### config.mk
export PLATFORM = sky130hd
export DESIGN_NAME = chip_vector_tester_flat
export DESIGN_NICKNAME = d
export VERILOG_FILES = /design/src/rtl/chip_vector_tester_if.sv /design/src/rtl/chip_vector_tester.sv /design/src/flat_wrapper.sv
export SDC_FILE = /design/constraint.sdc
export NUM_CORES = 1
export LEC_CHECK = 0
export ABC_CLOCK_PERIOD_IN_PS = 4700
export CORE_MARGIN = 2
export CORE_UTILIZATION = 45
export DETAILED_ROUTE_END_ITERATION = 12
export PLACE_DENSITY = 0.65
export SKIP_LAST_GASP = 1
export SLEW_MARGIN = 20
export SYNTH_ARGS = -nofsm -noshare
export SYNTH_HDL_FRONTEND = slang
export SYNTH_SLANG_ARGS = --single-unit
### constraint.sdc
create_clock -name clk -period 4.7 [get_ports clk]
set_clock_uncertainty 0.2 [all_clocks]
set_input_delay 0.94 -clock clk [delete_from_list [all_inputs] [get_ports clk]]
set_output_delay 0.94 -clock clk [all_outputs]
set_load 0.1 [all_outputs]
### src/rtl/chip_vector_tester_if.sv
// Bus bundle for the vector tester: host control/status, table load port
// and the chip-under-test pin connections.
interface chip_vector_tester_if #(
    parameter int N_IN  = 1,
    parameter int N_OUT = 1,
    parameter int DEPTH = 16
) ();
    localparam int AW = $clog2(DEPTH);

    logic             start;
    logic [AW:0]      num_vec;
    logic             load_en;
    logic [AW-1:0]    load_addr;
    logic [N_IN-1:0]  load_stim;
    logic [N_OUT-1:0] load_exp;
    logic [N_OUT-1:0] load_mask;
    logic [N_IN-1:0]  dut_in;
    logic [N_OUT-1:0] dut_out;
    logic             busy;
    logic             done;
    logic             pass;
    logic [15:0]      err_count;
    logic [N_OUT-1:0] fail_flags;
    logic [AW-1:0]    first_fail_idx;

    // Environment side: host plus the chip that answers on dut_out
    modport master (
        output start, num_vec, load_en, load_addr, load_stim, load_exp, load_mask, dut_out,
        input  dut_in, busy, done, pass, err_count, fail_flags, first_fail_idx
    );

    // Tester side
    modport slave (
        input  start, num_vec, load_en, load_addr, load_stim, load_exp, load_mask, dut_out,
        output dut_in, busy, done, pass, err_count, fail_flags, first_fail_idx
    );
endinterface

### src/rtl/chip_vector_tester.sv
// Vector tester for the D2 chip: applies stimulus from a loadable table,
// waits SETTLE cycles, compares the synchronized chip outputs against
// masked expected values, waits HOLD cycles, and moves to the next entry.
// SETTLE must be at least 3 and HOLD at least 1.
module chip_vector_tester #(
    parameter int N_IN   = 1,
    parameter int N_OUT  = 1,
    parameter int DEPTH  = 16,
    parameter int SETTLE = 50,
    parameter int HOLD   = 50
) (
    input logic                 clk,
    input logic                 reset,
    chip_vector_tester_if.slave bus
);
    localparam int AW      = $clog2(DEPTH);
    localparam int CNT_MAX = (SETTLE > HOLD) ? SETTLE : HOLD;
    localparam int CW      = $clog2(CNT_MAX + 1);

    typedef enum logic [2:0] {
        S_IDLE,
        S_APPLY,
        S_SETTLE,
        S_CHECK,
        S_HOLD,
        S_DONE
    } state_t;

    state_t           state;
    logic [AW-1:0]    idx;
    logic [CW-1:0]    cnt;
    logic [AW:0]      vec_count;

    logic [N_IN-1:0]  dut_in_r;
    logic             busy_r;
    logic             done_r;
    logic             pass_r;
    logic [15:0]      err_count_r;
    logic [N_OUT-1:0] fail_flags_r;
    logic [AW-1:0]    first_fail_r;

    logic [N_IN-1:0]  stim_mem [DEPTH];
    logic [N_OUT-1:0] exp_mem  [DEPTH];
    logic [N_OUT-1:0] mask_mem [DEPTH];

    logic [N_OUT-1:0] sync_1;
    logic [N_OUT-1:0] sync_2;

    logic [AW:0]      num_clamped;
    logic [N_OUT-1:0] diff;
    logic             last_vec;
    logic [15:0]      err_next;

    assign bus.dut_in         = dut_in_r;
    assign bus.busy           = busy_r;
    assign bus.done           = done_r;
    assign bus.pass           = pass_r;
    assign bus.err_count      = err_count_r;
    assign bus.fail_flags     = fail_flags_r;
    assign bus.first_fail_idx = first_fail_r;

    // Table writes are accepted only while no run is in progress; contents survive reset
    always_ff @(posedge clk) begin
        if (bus.load_en && !busy_r) begin
            stim_mem[bus.load_addr] <= bus.load_stim;
            exp_mem[bus.load_addr]  <= bus.load_exp;
            mask_mem[bus.load_addr] <= bus.load_mask;
        end
    end

    // Two-flop synchronizer for the asynchronous chip outputs
    always_ff @(posedge clk) begin
        if (reset) begin
            sync_1 <= '0;
            sync_2 <= '0;
        end else begin
            sync_1 <= bus.dut_out;
            sync_2 <= sync_1;
        end
    end

    // Requested vector count clamped to the table size, masked compare, saturating error increment
    always_comb begin
        num_clamped = bus.num_vec;
        if (bus.num_vec > (AW+1)'(DEPTH)) begin
            num_clamped = (AW+1)'(DEPTH);
        end
        diff     = (sync_2 ^ exp_mem[idx]) & mask_mem[idx];
        last_vec = ({1'b0, idx} == (vec_count - 1'b1));
        err_next = (err_count_r == 16'hFFFF) ? err_count_r : (err_count_r + 16'd1);
    end

    // Sequencer: apply, settle, check, hold per vector; all outputs registered here
    always_ff @(posedge clk) begin
        if (reset) begin
            state        <= S_IDLE;
            idx          <= '0;
            cnt          <= '0;
            vec_count    <= '0;
            dut_in_r     <= '0;
            busy_r       <= 1'b0;
            done_r       <= 1'b0;
            pass_r       <= 1'b0;
            err_count_r  <= '0;
            fail_flags_r <= '0;
            first_fail_r <= '0;
        end else begin
            case (state)
                S_IDLE, S_DONE: begin
                    if (bus.start) begin
                        err_count_r  <= '0;
                        fail_flags_r <= '0;
                        first_fail_r <= '0;
                        done_r       <= 1'b0;
                        pass_r       <= 1'b0;
                        idx          <= '0;
                        cnt          <= '0;
                        vec_count    <= num_clamped;
                        if (num_clamped == '0) begin
                            state <= S_DONE;
                        end else begin
                            state  <= S_APPLY;
                            busy_r <= 1'b1;
                        end
                    end else if (state == S_DONE) begin
                        done_r <= 1'b1;
                        pass_r <= (err_count_r == '0);
                    end
                end

                S_APPLY: begin
                    dut_in_r <= stim_mem[idx];
                    cnt      <= '0;
                    state    <= S_SETTLE;
                end

                S_SETTLE: begin
                    if (cnt == CW'(SETTLE - 1)) begin
                        cnt   <= '0;
                        state <= S_CHECK;
                    end else begin
                        cnt <= cnt + 1'b1;
                    end
                end

                S_CHECK: begin
                    if (diff != '0) begin
                        err_count_r  <= err_next;
                        fail_flags_r <= fail_flags_r | diff;
                        if (err_count_r == '0) begin
                            first_fail_r <= idx;
                        end
                    end
                    cnt   <= '0;
                    state <= S_HOLD;
                end

                S_HOLD: begin
                    if (cnt == CW'(HOLD - 1)) begin
                        cnt <= '0;
                        if (last_vec) begin
                            state  <= S_DONE;
                            busy_r <= 1'b0;
                            done_r <= 1'b1;
                            pass_r <= (err_count_r == '0);
                        end else begin
                            idx   <= idx + 1'b1;
                            state <= S_APPLY;
                        end
                    end else begin
                        cnt <= cnt + 1'b1;
                    end
                end

                default: begin
                    state  <= S_IDLE;
                    busy_r <= 1'b0;
                end
            endcase
        end
    end
endmodule

### src/flat_wrapper.sv
// flat-port wrapper written by rule: the top's interface ports become plain ports
module chip_vector_tester_flat 
#(
    parameter int N_IN   = 1,
    parameter int N_OUT  = 1,
    parameter int DEPTH  = 16,
    parameter int SETTLE = 50,
    parameter int HOLD   = 50
)
  (clk, reset, bus_start, bus_num_vec, bus_load_en, bus_load_addr, bus_load_stim, bus_load_exp, bus_load_mask, bus_dut_out, bus_dut_in, bus_busy, bus_done, bus_pass, bus_err_count, bus_fail_flags, bus_first_fail_idx);
  chip_vector_tester_if #(.N_IN(N_IN), .N_OUT(N_OUT), .DEPTH(DEPTH)) bus_i ();
  input logic clk;
  input logic reset;
  input wire logic [$bits(bus_i.start)-1:0] bus_start;
  input wire logic [$bits(bus_i.num_vec)-1:0] bus_num_vec;
  input wire logic [$bits(bus_i.load_en)-1:0] bus_load_en;
  input wire logic [$bits(bus_i.load_addr)-1:0] bus_load_addr;
  input wire logic [$bits(bus_i.load_stim)-1:0] bus_load_stim;
  input wire logic [$bits(bus_i.load_exp)-1:0] bus_load_exp;
  input wire logic [$bits(bus_i.load_mask)-1:0] bus_load_mask;
  input wire logic [$bits(bus_i.dut_out)-1:0] bus_dut_out;
  output wire logic [$bits(bus_i.dut_in)-1:0] bus_dut_in;
  output wire logic [$bits(bus_i.busy)-1:0] bus_busy;
  output wire logic [$bits(bus_i.done)-1:0] bus_done;
  output wire logic [$bits(bus_i.pass)-1:0] bus_pass;
  output wire logic [$bits(bus_i.err_count)-1:0] bus_err_count;
  output wire logic [$bits(bus_i.fail_flags)-1:0] bus_fail_flags;
  output wire logic [$bits(bus_i.first_fail_idx)-1:0] bus_first_fail_idx;
  assign bus_i.start = bus_start;
  assign bus_i.num_vec = bus_num_vec;
  assign bus_i.load_en = bus_load_en;
  assign bus_i.load_addr = bus_load_addr;
  assign bus_i.load_stim = bus_load_stim;
  assign bus_i.load_exp = bus_load_exp;
  assign bus_i.load_mask = bus_load_mask;
  assign bus_i.dut_out = bus_dut_out;
  assign bus_dut_in = bus_i.dut_in;
  assign bus_busy = bus_i.busy;
  assign bus_done = bus_i.done;
  assign bus_pass = bus_i.pass;
  assign bus_err_count = bus_i.err_count;
  assign bus_fail_flags = bus_i.fail_flags;
  assign bus_first_fail_idx = bus_i.first_fail_idx;
  chip_vector_tester #(.N_IN(N_IN), .N_OUT(N_OUT), .DEPTH(DEPTH), .SETTLE(SETTLE), .HOLD(HOLD)) u_core (.clk(clk), .reset(reset), .bus(bus_i));
endmodule
==> metrics.txt <==
# TYPE chip_impl_metric gauge
chip_impl_metric{name="finalSetupTns",unit="ns"} 0
chip_impl_metric{name="smallest_hold_slack",unit="ns"} 0.258
chip_impl_metric{name="area_growth",unit="%"} 15.6
chip_impl_metric{name="grt_pass1_vias",unit=""} 3094
chip_impl_metric{name="syn_area_per_cell",unit="µm²"} 11.0
chip_impl_metric{name="starting_density",unit=""} 0.460
chip_impl_metric{name="slew-limit-headroom",unit=""} 0.348
chip_impl_metric{name="h-tree-depth",unit=""} 3
chip_impl_metric{name="maxSlewViolCount",unit=""} 0
chip_impl_metric{name="part_of_the_yosys_area_used_for_sequential_elements",unit=""} 0.542
chip_impl_info{name="maxUsedRoutingLayer",value="met4"} 1
chip_impl_metric{name="dr_wl_met2",unit="mm"} 4.41
chip_impl_info{name="min-delay-path-class",value="flop to flop"} 1
chip_impl_info{name="worst_path_max_delay_cell",value="sky130_fd_sc_hd__dfxtp_1"} 1
chip_impl_metric{name="netlist_instances",unit=""} 408
chip_impl_metric{name="r2r.worst_path.cells",unit=""} 7
chip_impl_info{name="tritoncts_clock_tree",value="yes"} 1
chip_impl_info{name="rsz0062_at_grt",value="false"} 1
chip_impl_metric{name="power.ir.vdd_worst",unit="µV"} 313
chip_impl_metric{name="detail_route.drc_violations",unit=""} 0
chip_impl_metric{name="i_o_pin_count",unit=""} 42
chip_impl_metric{name="setup_slack_placement",unit="ns"} 1.23
chip_impl_metric{name="placementRows",unit=""} 36
chip_impl_metric{name="synthDistinctLibCells",unit=""} 58
chip_impl_metric{name="timing.final.crit_period",unit="ns"} 3.15
chip_impl_metric{name="drtPass1Iterations",unit=""} 4
chip_impl_metric{name="met3_wl_post_dr",unit="µm"} 304
chip_impl_metric{name="antenna-diode-count",unit=""} 0
chip_impl_metric{name="mappedNetlistNets",unit=""} 431
chip_impl_metric{name="post_cts_buffers",unit=""} 0
chip_impl_metric{name="maximum_number_of_pins_on_one_net_before_global_route_repair",unit=""} 35
chip_impl_info{name="root_buffer",value="sky130_fd_sc_hd__clkbuf_8"} 1
chip_impl_metric{name="final_estimated_routing_congestion_in_global_placement",unit=""} 0.886
chip_impl_info{name="crit_path_end_kind",value="flop"} 1
chip_impl_metric{name="io_buffers",unit=""} 41
chip_impl_metric{name="hold_viol_final",unit=""} 0
chip_impl_metric{name="count_of_flip_flops_with_a_built_in_enable_after_synthesis",unit=""} 48
chip_impl_metric{name="fillerInstances",unit=""} 897
chip_impl_metric{name="chipHeight",unit="µm"} 104
chip_impl_metric{name="final_critical_path_setup_slack",unit="ns"} 1.55
chip_impl_metric{name="clkLatencyLatePin",unit="ns"} 0.36
chip_impl_metric{name="comb_power_share",unit=""} 0.217
chip_impl_metric{name="worst-endpoint-required",unit="ns"} 4.79
chip_impl_info{name="timing.hold.worst.start",value="u_core.sync_1$_SDFF_PP0_"} 1
chip_impl_metric{name="place_hpwl",unit="mm"} 6.56
chip_impl_metric{name="clock.fmax",unit="MHz"} 317
chip_impl_metric{name="cp_data_arrival_time",unit="ns"} 3.24
chip_impl_metric{name="clkSinkCount",unit=""} 97
chip_impl_metric{name="seqCellArea",unit="µm²"} 2420
chip_impl_metric{name="power_report.internal_total",unit="mW"} 1.30
chip_impl_metric{name="yosys_reg_bits",unit=""} 97
chip_impl_info{name="primary_flip_flop_cell_chosen_by_synthesis_mapping",value="sky130_fd_sc_hd__dfxtp_1"} 1
chip_impl_metric{name="drtAntennaViolNets",unit=""} 0
chip_impl_metric{name="final_setup_vio_count",unit=""} 0
chip_impl_metric{name="clock_pin_transition_on_the_worst_setup_and_hold_timing_paths",unit="ns"} 0.11
chip_impl_metric{name="stdcell_area",unit="µm²"} 5170
chip_impl_info{name="timing_worst_setup_path_type",value="flop to flop"} 1
chip_impl_metric{name="power",unit="mW"} 1.94
chip_impl_metric{name="totalWireLength",unit="mm"} 9.00
chip_impl_metric{name="via_count",unit=""} 3208
chip_impl_info{name="start_kind",value="flop"} 1
chip_impl_metric{name="power.clock.fraction",unit=""} 0.273
chip_impl_metric{name="detail_route.wl_per_cell",unit="µm"} 15.4
chip_impl_metric{name="power_density",unit="nW/µm²"} 376
chip_impl_metric{name="clock_path_buffers",unit=""} 2
chip_impl_metric{name="post-place-cells",unit=""} 567
chip_impl_metric{name="max_slew.worst_pin.slew",unit="ns"} 0.974
chip_impl_metric{name="viasPerCell",unit=""} 5.50
chip_impl_metric{name="mappedNetlistArea",unit="µm²"} 4470
chip_impl_metric{name="wl_met1",unit="mm"} 4.07
chip_impl_metric{name="power.leakage",unit="nW"} 1.64
chip_impl_metric{name="drive_above_1_share",unit=""} 0.0756
chip_impl_metric{name="timing.hold.worst_path_depth",unit=""} 1
chip_impl_metric{name="cts_inserted_buffers",unit=""} 9
chip_impl_metric{name="antenna_found_initial",unit=""} 0
chip_impl_metric{name="cap_violations",unit=""} 0
chip_impl_metric{name="seqPwrFrac",unit=""} 0.510
chip_impl_metric{name="track_usage",unit=""} 0.175
chip_impl_metric{name="cts.hold.buffers_added",unit=""} 0
chip_impl_info{name="timing.critical_path.cells",value="mux2i_1, mux4_2, mux2i_4, xor2_2, a21oi_2, or4_1, o21ai_1"} 1
chip_impl_metric{name="layout.cells.non_filler",unit=""} 583
chip_impl_metric{name="globalRouteOverflowTotal",unit=""} 0
chip_impl_info{name="outcome",value="finished, final reports clean"} 1
chip_impl_info{name="final_cell_mix",value="49 x sky130_fd_sc_hd__dfxtp_1, 48 x sky130_fd_sc_hd__edfxtp_1, 45 x sky130_fd_sc_hd__nor2_1, 41 x sky130_fd_sc_hd__clkdlybuf4s50_1, 30 x sky130_fd_sc_hd__nand2_1"} 1
chip_impl_metric{name="cts_resized",unit=""} 0
chip_impl_metric{name="ff2ff_setup_slack",unit="ns"} 1.55
chip_impl_metric{name="die_width",unit="µm"} 104
chip_impl_metric{name="power.switching",unit="mW"} 0.645
chip_impl_metric{name="postSynth.asyncResetShare",unit=""} 0
chip_impl_metric{name="final_util",unit=""} 0.532
chip_impl_metric{name="core_area",unit="µm²"} 9730
chip_impl_metric{name="worstPathMaxFanout",unit=""} 12
chip_impl_metric{name="number_of_drc_violations_after_detailed_routing_iteration_0",unit=""} 134
chip_impl_metric{name="overall_die_area",unit="µm²"} 10800
chip_impl_metric{name="warning_count_from_the_yosys_run",unit=""} 0
chip_impl_info{name="final_common_cell",value="sky130_fd_sc_hd__dfxtp_1"} 1
chip_impl_metric{name="worst_path_largest_cell_delay",unit="ns"} 0.68
chip_impl_metric{name="power.share.switching",unit=""} 0.332
chip_impl_metric{name="nNetsFinal",unit=""} 468
chip_impl_metric{name="grt_pass1_wl",unit="mm"} 15.0
chip_impl_metric{name="min_period_over_period",unit=""} 0.671
chip_impl_metric{name="multi_input_area",unit="µm²"} 1920
chip_impl_metric{name="dpl_cell_area",unit="µm²"} 4980
-- power by group through the flow --
stage	clock network [mW]	logic [mW]	registers, mW
2_1_floorplan	0	0.279	1.05
3_3_place_gp	0	0.418	1.01
3_5_place_dp	0	0.422	1.01
4_1_cts	0.545	0.424	0.988
5_1_grt	0.578	0.464	1.00
6_report	0.530	0.422	0.990
-- Yosys cell counts (all sizes together) (4+ instances only) --
master	count	area (µm²)
dfxtp	49	981
edfxtp	48	1440
nor2	45	169
nand2	30	113
a21oi	21	113
o21ai	20	100
nand3	18	90.1
nor3	16	80.1
inv	14	52.6
mux2i	14	153
clkbuf	11	41.3
mux4	11	259
nand3b	10	75.1
xnor2	9	78.8
nand4	8	65.1
o31ai	7	52.6
a31oi	6	37.5
ha	6	75.1
or2	6	37.5
and2	5	31.3
buf	5	38.8
nand2b	5	31.3
and4	4	35.0
nor2b	4	25.0
xor2	4	42.6
-- final cells by class --
class / instances / share of cell area
sequential: 97 / 0.468
multi-input combinational: 281 / 0.371
timing repair buffer: 42 / 0.0808
tap: 133 / 0.0322
clock buffer: 10 / 0.0266
clock inverter: 6 / 0.0109
inverter: 14 / 0.0102
-- flip-flops by register name, summed over array words and instances (netlist names), 3 cells and up, named ones only --
signal,flops
u_core.cnt,6
u_core.exp_mem,16
u_core.bus.first_fail_idx,4
u_core.idx,4
u_core.bus.err_count,16
u_core.vec_count,5
u_core.mask_mem,16
u_core.stim_mem,16
u_core.state,3
-- routing by layer --
metal | up-vias | track usage
met5 | - | 0
met4 | 0 | 0.0656
met3 | 21 | 0.0422
met2 | 64 | 0.297
met1 | 1541 | 0.217
li1 | 1582 | -
-- kinds of logic (layout without fill, tap and decap cells) --
kind of cell / Yosys count / after routing / synth area share
AND/OR/NAND/NOR: 166 / 166 / 0.193
flip-flops: 97 / 97 / 0.542
buffers and inverters: 30 / 72 / 0.0296
multiplexers: 25 / 25 / 0.0920
adder cells (fa/ha/maj): 6 / 6 / 0.0168
XOR/XNOR: 13 / 13 / 0.0271
AO/OA/AOI/OAI: 71 / 71 / 0.100
-- critical path: cells and delay by family (launching register included) --
family | cells | cell delay [ns]
compound gates | 2 | 0.24
mux | 3 | 0.91
flops | 1 | 0.68
xor+xnor | 1 | 0.54
simple gates | 1 | 0.50
-- final timing paths --
kind	end
worst max-delay path	u_core.bus.err_count[9]$_SDFFE_PP0P_
worst min-delay path	u_core.sync_2$_SDFF_PP0_
worst max register to register	u_core.bus.err_count[9]$_SDFFE_PP0P_
worst min register to register	u_core.sync_2$_SDFF_PP0_
Note: power is estimated with default switching activity, not from simulation.
